### src/rtl/key_uart_tx_bridge.sv
// key_uart_tx_bridge
//   Queues key codes in a FIFO and feeds them one at a time to a UART
//   transmitter through its start/busy handshake, so that key bursts arriving
//   faster than the serial line are not lost. When crlf_en is set, an LF_CODE
//   byte is sent after every CR_CODE byte.
//
// Ports
//   clk, rst     clock, asynchronous active-high reset
//   key_valid    one-cycle strobe: key_data holds a new code
//   key_data     code to enqueue
//   crlf_en      1 = follow every CR_CODE with LF_CODE
//   clear        synchronous flush of the FIFO, overflow flag and drop counter
//   tx_busy      transmitter busy (already registered at the top level)
//   tx_start     one-cycle start strobe to the transmitter
//   tx_data      byte to send; held outside the start cycle
//   fifo_count   occupied entries, 0..DEPTH
//   overflow     sticky: a push was dropped because the FIFO was full
//   drop_count   dropped pushes, saturating at 255
module key_uart_tx_bridge #(
  parameter int                    DATA_WIDTH   = 8,
  parameter int                    DEPTH        = 16,
  parameter int                    BUSY_LATENCY = 2,
  parameter logic [DATA_WIDTH-1:0] CR_CODE      = 8'h0D,
  parameter logic [DATA_WIDTH-1:0] LF_CODE      = 8'h0A
) (
  input  logic                    clk,
  input  logic                    rst,
  input  logic                    key_valid,
  input  logic [DATA_WIDTH-1:0]   key_data,
  input  logic                    crlf_en,
  input  logic                    clear,
  input  logic                    tx_busy,
  output logic                    tx_start,
  output logic [DATA_WIDTH-1:0]   tx_data,
  output logic [$clog2(DEPTH):0]  fifo_count,
  output logic                    overflow,
  output logic [7:0]              drop_count
);

  localparam int PTR_W = $clog2(DEPTH);
  localparam int CNT_W = PTR_W + 1;
  localparam int LAT_W = $clog2(BUSY_LATENCY + 2);

  // The LF byte reuses START/SETTLE/WAIT; lf_done records whether the
  // current CR has already had its LF (or had it cancelled by clear).
  typedef enum logic [1:0] {IDLE, START, SETTLE, WAIT} state_t;
  state_t state, state_nxt;

  logic [DATA_WIDTH-1:0] mem [DEPTH];
  logic [PTR_W-1:0]      rd_ptr, wr_ptr;
  logic [LAT_W-1:0]      settle_cnt;
  logic                  lf_done;
  logic                  full, push, pop, drop, wait_exit, lf_go;

  function automatic logic [7:0] sat_inc(input logic [7:0] v);
    return (v == 8'hFF) ? v : v + 8'd1;
  endfunction

  // clear wins over a same-cycle key_valid and suppresses any pop
  assign full      = (fifo_count == CNT_W'(DEPTH));
  assign push      = key_valid && !clear && !full;
  assign drop      = key_valid && !clear && full;
  assign pop       = (state == IDLE) && (fifo_count != '0) && !tx_busy && !clear;
  assign wait_exit = (state == WAIT) && !tx_busy;
  assign lf_go     = crlf_en && (tx_data == CR_CODE) && !lf_done && !clear;

  // FIFO storage (data only, no reset)
  always_ff @(posedge clk) begin
    if (push) mem[wr_ptr] <= key_data;
  end

  // FIFO pointers, occupancy and drop accounting
  always_ff @(posedge clk or posedge rst) begin
    if (rst) begin
      rd_ptr     <= '0;
      wr_ptr     <= '0;
      fifo_count <= '0;
      overflow   <= 1'b0;
      drop_count <= 8'd0;
    end else if (clear) begin
      rd_ptr     <= '0;
      wr_ptr     <= '0;
      fifo_count <= '0;
      overflow   <= 1'b0;
      drop_count <= 8'd0;
    end else begin
      if (push) wr_ptr <= wr_ptr + PTR_W'(1);
      if (pop)  rd_ptr <= rd_ptr + PTR_W'(1);
      if (push && !pop)      fifo_count <= fifo_count + CNT_W'(1);
      else if (pop && !push) fifo_count <= fifo_count - CNT_W'(1);
      if (drop) begin
        overflow   <= 1'b1;
        drop_count <= sat_inc(drop_count);
      end
    end
  end

  // FSM state register
  always_ff @(posedge clk or posedge rst) begin
    if (rst) state <= IDLE;
    else     state <= state_nxt;
  end

  // FSM next state
  always_comb begin
    state_nxt = state;
    case (state)
      IDLE:    if (pop) state_nxt = START;
      START:   state_nxt = SETTLE;
      // tx_busy is not trustworthy until BUSY_LATENCY cycles after the strobe
      SETTLE:  if (settle_cnt <= LAT_W'(1)) state_nxt = WAIT;
      WAIT:    if (!tx_busy) state_nxt = lf_go ? START : IDLE;
      default: state_nxt = IDLE;
    endcase
  end

  // FSM outputs
  always_comb begin
    tx_start = (state == START);
  end

  // Output byte, settle counter and LF bookkeeping
  always_ff @(posedge clk or posedge rst) begin
    if (rst) begin
      tx_data    <= '0;
      lf_done    <= 1'b0;
      settle_cnt <= '0;
    end else begin
      if (pop) begin
        tx_data <= mem[rd_ptr];
        lf_done <= 1'b0;
      end else if (wait_exit && lf_go) begin
        tx_data <= LF_CODE;
        lf_done <= 1'b1;
      end else if (clear) begin
        lf_done <= 1'b1;
      end
      if (state == START)       settle_cnt <= LAT_W'(BUSY_LATENCY);
      else if (state == SETTLE) settle_cnt <= settle_cnt - LAT_W'(1);
    end
  end

endmodule
### config.mk
export PLATFORM = sky130hd
export DESIGN_NAME = key_uart_tx_bridge
export DESIGN_NICKNAME = d
export VERILOG_FILES = /design/src/rtl/key_uart_tx_bridge.sv
export SDC_FILE = /design/constraint.sdc
export NUM_CORES = 1
export LEC_CHECK = 0
export CORE_UTILIZATION = 54
export DETAILED_ROUTE_END_ITERATION = 10
export PLACE_DENSITY = 0.79
export SLEW_MARGIN = 20
export SYNTH_ARGS = -nofsm -noshare
export SYNTH_HDL_FRONTEND = slang
export SYNTH_SLANG_ARGS = --single-unit
export TNS_END_PERCENT = 20
### constraint.sdc
create_clock -name clk -period 5.7 [get_ports clk]
set_clock_uncertainty 0.05 [all_clocks]
set_input_delay 0.57 -clock clk [delete_from_list [all_inputs] [get_ports clk]]
set_output_delay 0.57 -clock clk [all_outputs]
set_load 0.05 [all_outputs]
# Yosys cells after proc, flatten, opt, wreduce, memory -nomap -nowiden
# Memories as Yosys holds them, arrays and structs flattened.
# Cells that the tools add are included.
word_totals:
  reg_bits: 35
  ram_bits: 128
  input_bits: 14
  output_inout_bits: 23
  wordCells: 83
  mem_count: 1
classes:
  add_sub_neg: 6
  magnitude_cmp: 1
  n_eq_ne: 10
  muxes: 26
  n_reduce_logical: 30
mem_list:
  columns: ["memory", "depth", "width", "rd", "rd_clocked_by_memory_dff", "write_ports", "line", "rtl"]
  rows:
  - ["mem", 16, 8, 1, 0, 1, "49", "logic [DATA_WIDTH-1:0] mem [DEPTH];"]
op_table:
  columns: ["cell", "count"]
  rows:
  - ["8-bit 2-to-1 mux", 5]
  - ["4-bit 2-to-1 mux", 4]
  - ["5-bit 2-to-1 mux", 3]
  - ["1-bit logical AND", 13]
  - ["2-bit 2-to-1 mux", 5]
  - ["2-bit nonzero test", 5]
  - ["4-bit by 1-bit adder with 4-bit output (second input constant)", 2]
  - ["8-bit by 1-bit adder with 8-bit output (second input constant)", 1]
  - ["8-bit by 4-bit equality test with 1-bit output (second input constant)", 1]
  - ["8-bit equality test (second input constant)", 1]
  - ["1-bit 2-to-1 mux", 8]
  - ["2-bit != test (second input constant)", 4]
  - ["2-bit one-hot mux with 4 select lines", 1]
  - ["1-bit logical NOT", 6]
  - ["3-bit nonzero test", 2]
  - ["5-bit by 1-bit adder with 5-bit output (second input constant)", 1]
  - ["5-bit equality test (second input constant)", 1]
  - ["5-bit nonzero test", 1]
  - ["5-bit by 1-bit subtractor with 5-bit output (second input constant)", 1]
  - ["2-bit equality test (second input constant)", 2]
  - ["3-bit AND reduction", 1]
  - ["2-bit by 1-bit equality test with 1-bit output (second input constant)", 1]
  - ["2-bit by 1-bit less-or-equal comparator with 1-bit output (second input constant)", 1]
  - ["2-bit logical NOT", 1]
  - ["other kinds (2)", 2]

# Depth between registers and ports, before layout
logic_depth:
  word_depth: 8
  ltp_mapped: 11
  ltp_nobuf: 11

# Least setup slack after synthesis
# Ideal clock, no wire load.
synth_path:
  kind: "reg2reg"
  start: "register fifo_count[0]"
  end: "register fifo_count[4]"
  setup_ns: 0.088
  arrival_ns: 2.808
  required_time_ns: 5.562
  slack_ns: 2.754
  path_stages_with_launch: 10
  path_buffers: 0
  synth_period_minus_slack_ns: 2.946
  path_cell_list: "dfrtp_1 -> or4_4 -> o21ai_2 -> nand2_1 -> fa_1 -> a21o_1 -> a21o_1 -> and3_1 -> o21ai_0 -> nor3b_1"
synth_via:
  elab_chain_cells: 8
  elab_cells_between_ends: 17
  classes_between: "2 x add/sub; 1 x eq/ne; 3 x mux; 11 x reduce/logical"
synth_rtl:
  columns: ["item", "line", "rtl"]
  rows:
  - ["start: declaration", "35", "output logic [$clog2(DEPTH):0] fifo_count,"]
  - ["start signal: assignment", "89", "if (push && !pop) fifo_count <= fifo_count + CNT_W'(1);"]
  - ["start signal: assignment", "90", "else if (pop && !push) fifo_count <= fifo_count - CNT_W'(1);"]
  - ["parallel branches: the longest is 8 deep, another holds 5-bit by 1-bit subtractor with 5-bit output", null, null]
# Parallel ways; which one is timed is not known. The select of a mux whose other input is x is not followed.
# A chain may end at the register's enable or synchronous reset.

# Final worst setup path
# Same ends and word-level chain as after synthesis.

==> results.md <==
* Final number of max-transition violations at 0
* Detailed placement HPWL at 8250 um
* Global-route wire length before repair at 20300 um
* Maximum buffer depth of the clock tree at 2
* Ranking of synthesized cells by area: sky130_fd_sc_hd__edfxtp_1, sky130_fd_sc_hd__dfrtp_1, sky130_fd_sc_hd__mux4_2
* Final period utilization at 53.6%
* Endpoint arrival time on the critical path at 3.33 ns
* Clock tree root buffer cell: sky130_fd_sc_hd__clkbuf_16
* Min-delay worst type: reg2reg
* 1st-pass router iterations at 5
* Clock sink count at 163
* Fin nets at 485
* DRT Wirelength at 13300 um
* Overall die area at 13200 um2
* Port-buffer cells at 36
* Number of standard-cell rows in the floorplan at 40
* Startpoint types: flop
* Post-synth top area share at 55.9%
* Max-Slew Margin vs Limit at 40.8%
* Clock tree from TritonCTS: done
* Die Ht at 115 um
* Leading area contributor after synthesis: sky130_fd_sc_hd__edfxtp_1
* Remaining number of nets flagged by the antenna check after routing at 0
* Critical Path Sink Type: flop
* Area growth, synth to finish at 16.3%
* Unrepaired setup endpoints after global routing: false
* Top FF cell, synth: sky130_fd_sc_hd__edfxtp_1
* Post-synth top cells: sky130_fd_sc_hd__edfxtp_1, sky130_fd_sc_hd__dfrtp_1, sky130_fd_sc_hd__mux4_2
* Number of CTS-inserted buffers at 17
* Most frequent cell after synthesis: sky130_fd_sc_hd__edfxtp_1
* Width of the die at 115 um
* Accumulated negative setup slack at 0 ns
* Worst Slack Setup Final at 2.64 ns
* Final count of hold timing violations at 0
* Clock insertion delay at the later pin of the skew report at 0.42 ns
* Fraction of the yosys area taken by sequential cells at 68.7%
* Setup slack, reg-to-reg at 2.64 ns
* Filler Cell Count at 841
* Initial DRC Count at 474
* Resized Gates After CTS at 0
* Starting Density at 56.3%
* Combined area of the multi-input logic cells at 2040 um2
* Final min period at 3.06 ns
* RePlAce Congestion at 0.789
* # H-tree levels at 4
* Number of antenna repair diodes at 0
* Synth Area per Inst at 16.8 um2
* Initial antenna violation count at 0
* Nets in the synthesized netlist at 439
* Summed instance area of the synthesized netlist at 6870 um2
* Outcome: finished, final reports clean
* Maximum fanout encountered on the critical timing path at 7
* Share of cells above drive strength 1 at 18.0%
* Final Setup Violations at 0
* Leakage power at 2.71 nW
* Number of hold buffers added after CTS at 0
* Post-synthesis cell count at 408
* Largest net degree at the start of global routing at 36
* Count of boundary I/O pins at 37
* Count of unique library cells instantiated by Yosys at 45
* Max Freq at 0.327 GHz
* Power Density at 407 nW/um2
* Number of global-route vias before repair at 3672
* YS warnings at 0
* Buffers inserted by post-CTS timing repair at 0
* Clock slew at the register clock pins of the worst setup and hold paths at 0.06 ns
* Kind of critical path: reg2reg
* Max-cap violations at 0
* Max VDD drop at 0.000207 V
* Worst-Margin Slew at 0.885 ns
* Flip-flop and latch count after synthesis at 163
* Final routed DRC violation total at 0
* Total grt overflow at 0
* Async S/R FF share, synth at 21.5%
* Worst slack, placed at 2.58 ns
* Routed wire per std cell at 21.0 um
* Number of flops mapped to enable cells by yosys at 128
* Gr usage total at 21.9%
* Data required, critical path at 5.97 ns
* Routed via count divided by cell count at 5.70
* Area taken by flip-flops and latches at 4720 um2
* Routed via count at 3622
* Std-Cell Core Area at 12200 um2
-- sequential cells by signal, indices dropped and copies added (netlist names) --
register and count:
wr_ptr 4, mem 128, drop_count 8, lf_done 1, fifo_count 5, settle_cnt 2, overflow 1, state 2
tx_data 8, rd_ptr 4
-- routing by layer --
metal,vias up,share of wire [%],track usage [%],wire length [um]
met3,17,4.0,4.32,533
met2,99,53,36.7,7030
li1,1667,-,-,-
met4,0,1.5,8.40,199
met1,1839,42,28.6,5580
met5,-,0,0,0
-- per-stage QoR --
step	hold WS [ns]	util, %	cells	cell area (um2)	power (W)
detailed placement	0.452	60.7	603	7410	0.00216
finish	0.464	65.5	635	8000	0.00325
global placement	0.445	60.7	603	7410	0.00214
global route	0.490	65.5	635	8000	0.00337
floorplan	0.424	-	408	6870	0.00196
CTS	0.468	65.5	635	8000	0.00327
-- power breakdown --
group | total (W) | switching, W | internal [W]
logic | 0.000689 | 0.000417 | 0.000271
clock network | 0.00111 | 0.000467 | 0.000647
registers | 0.00145 | 0.0000848 | 0.00137
total | 0.00325 | 0.000969 | 0.00228
-- worst max-delay path: stages (launching register included) --
cell	delay, ns
sky130_fd_sc_hd__dfrtp_1	0.47
sky130_fd_sc_hd__or4_4	0.60
sky130_fd_sc_hd__o21ai_2	0.23
sky130_fd_sc_hd__nand2_1	0.20
sky130_fd_sc_hd__fa_1	0.44
sky130_fd_sc_hd__a21o_1	0.19
sky130_fd_sc_hd__a21o_1	0.18
sky130_fd_sc_hd__and3_1	0.19
sky130_fd_sc_hd__o21ai_0	0.17
sky130_fd_sc_hd__nor3b_1	0.24
-- area by class of cell --
type                       instances  share of cell area [%]
multi-input combinational        218                    25.5
inverter                          13                   0.610
sequential                       163                    59.0
tap                              168                    2.63
clock buffer                      17                    5.32
timing repair buffer              41                    4.98
clock inverter                    15                    1.94
-- logic make-up after synthesis --
logic type      after synthesis  share of synthesized area (%)
fa+ha+maj                    17                           3.20
mux                          50                           13.3
compound gates               42                           4.02
xor+xnor                     16                           2.15
simple gates                 93                           6.99
flops                       163                           68.7
buf+inv                      27                           1.69
-- placed cells by master (no fill, tap or decap), types with 4 or more instances in the layout --
cell                              count
sky130_fd_sc_hd__a21oi_1              7
sky130_fd_sc_hd__a22oi_1              6
sky130_fd_sc_hd__and2_1              13
sky130_fd_sc_hd__buf_4                5
sky130_fd_sc_hd__clkbuf_16           17
sky130_fd_sc_hd__clkdlybuf4s50_1     36
sky130_fd_sc_hd__clkinvlp_4           4
sky130_fd_sc_hd__dfrtp_1             34
sky130_fd_sc_hd__edfxtp_1           128
sky130_fd_sc_hd__ha_1                16
sky130_fd_sc_hd__inv_1               13
sky130_fd_sc_hd__inv_6                4
sky130_fd_sc_hd__mux2_2               9
sky130_fd_sc_hd__mux2i_1              9
sky130_fd_sc_hd__mux4_2              32
sky130_fd_sc_hd__nand2_1             18
sky130_fd_sc_hd__nand3_1              6
sky130_fd_sc_hd__nor2_1              31
sky130_fd_sc_hd__nor3_1               4
sky130_fd_sc_hd__nor4_1               4
sky130_fd_sc_hd__o21ai_0             16
sky130_fd_sc_hd__xnor2_1             11
sky130_fd_sc_hd__xor2_1               4
-- final timing paths --
kind                       cells past startpoint       endpoint          start
setup / recovery                               9  fifo_count[4]  fifo_count[0]
hold / removal                                 1        lf_done        lf_done
setup reg to reg                               9  fifo_count[4]  fifo_count[0]
hold reg to reg                                1        lf_done        lf_done
max in group asynchronous                      3      rd_ptr[2]            rst
min in group asynchronous                      3  settle_cnt[0]            rst
Power figures use the tool's default switching activity.
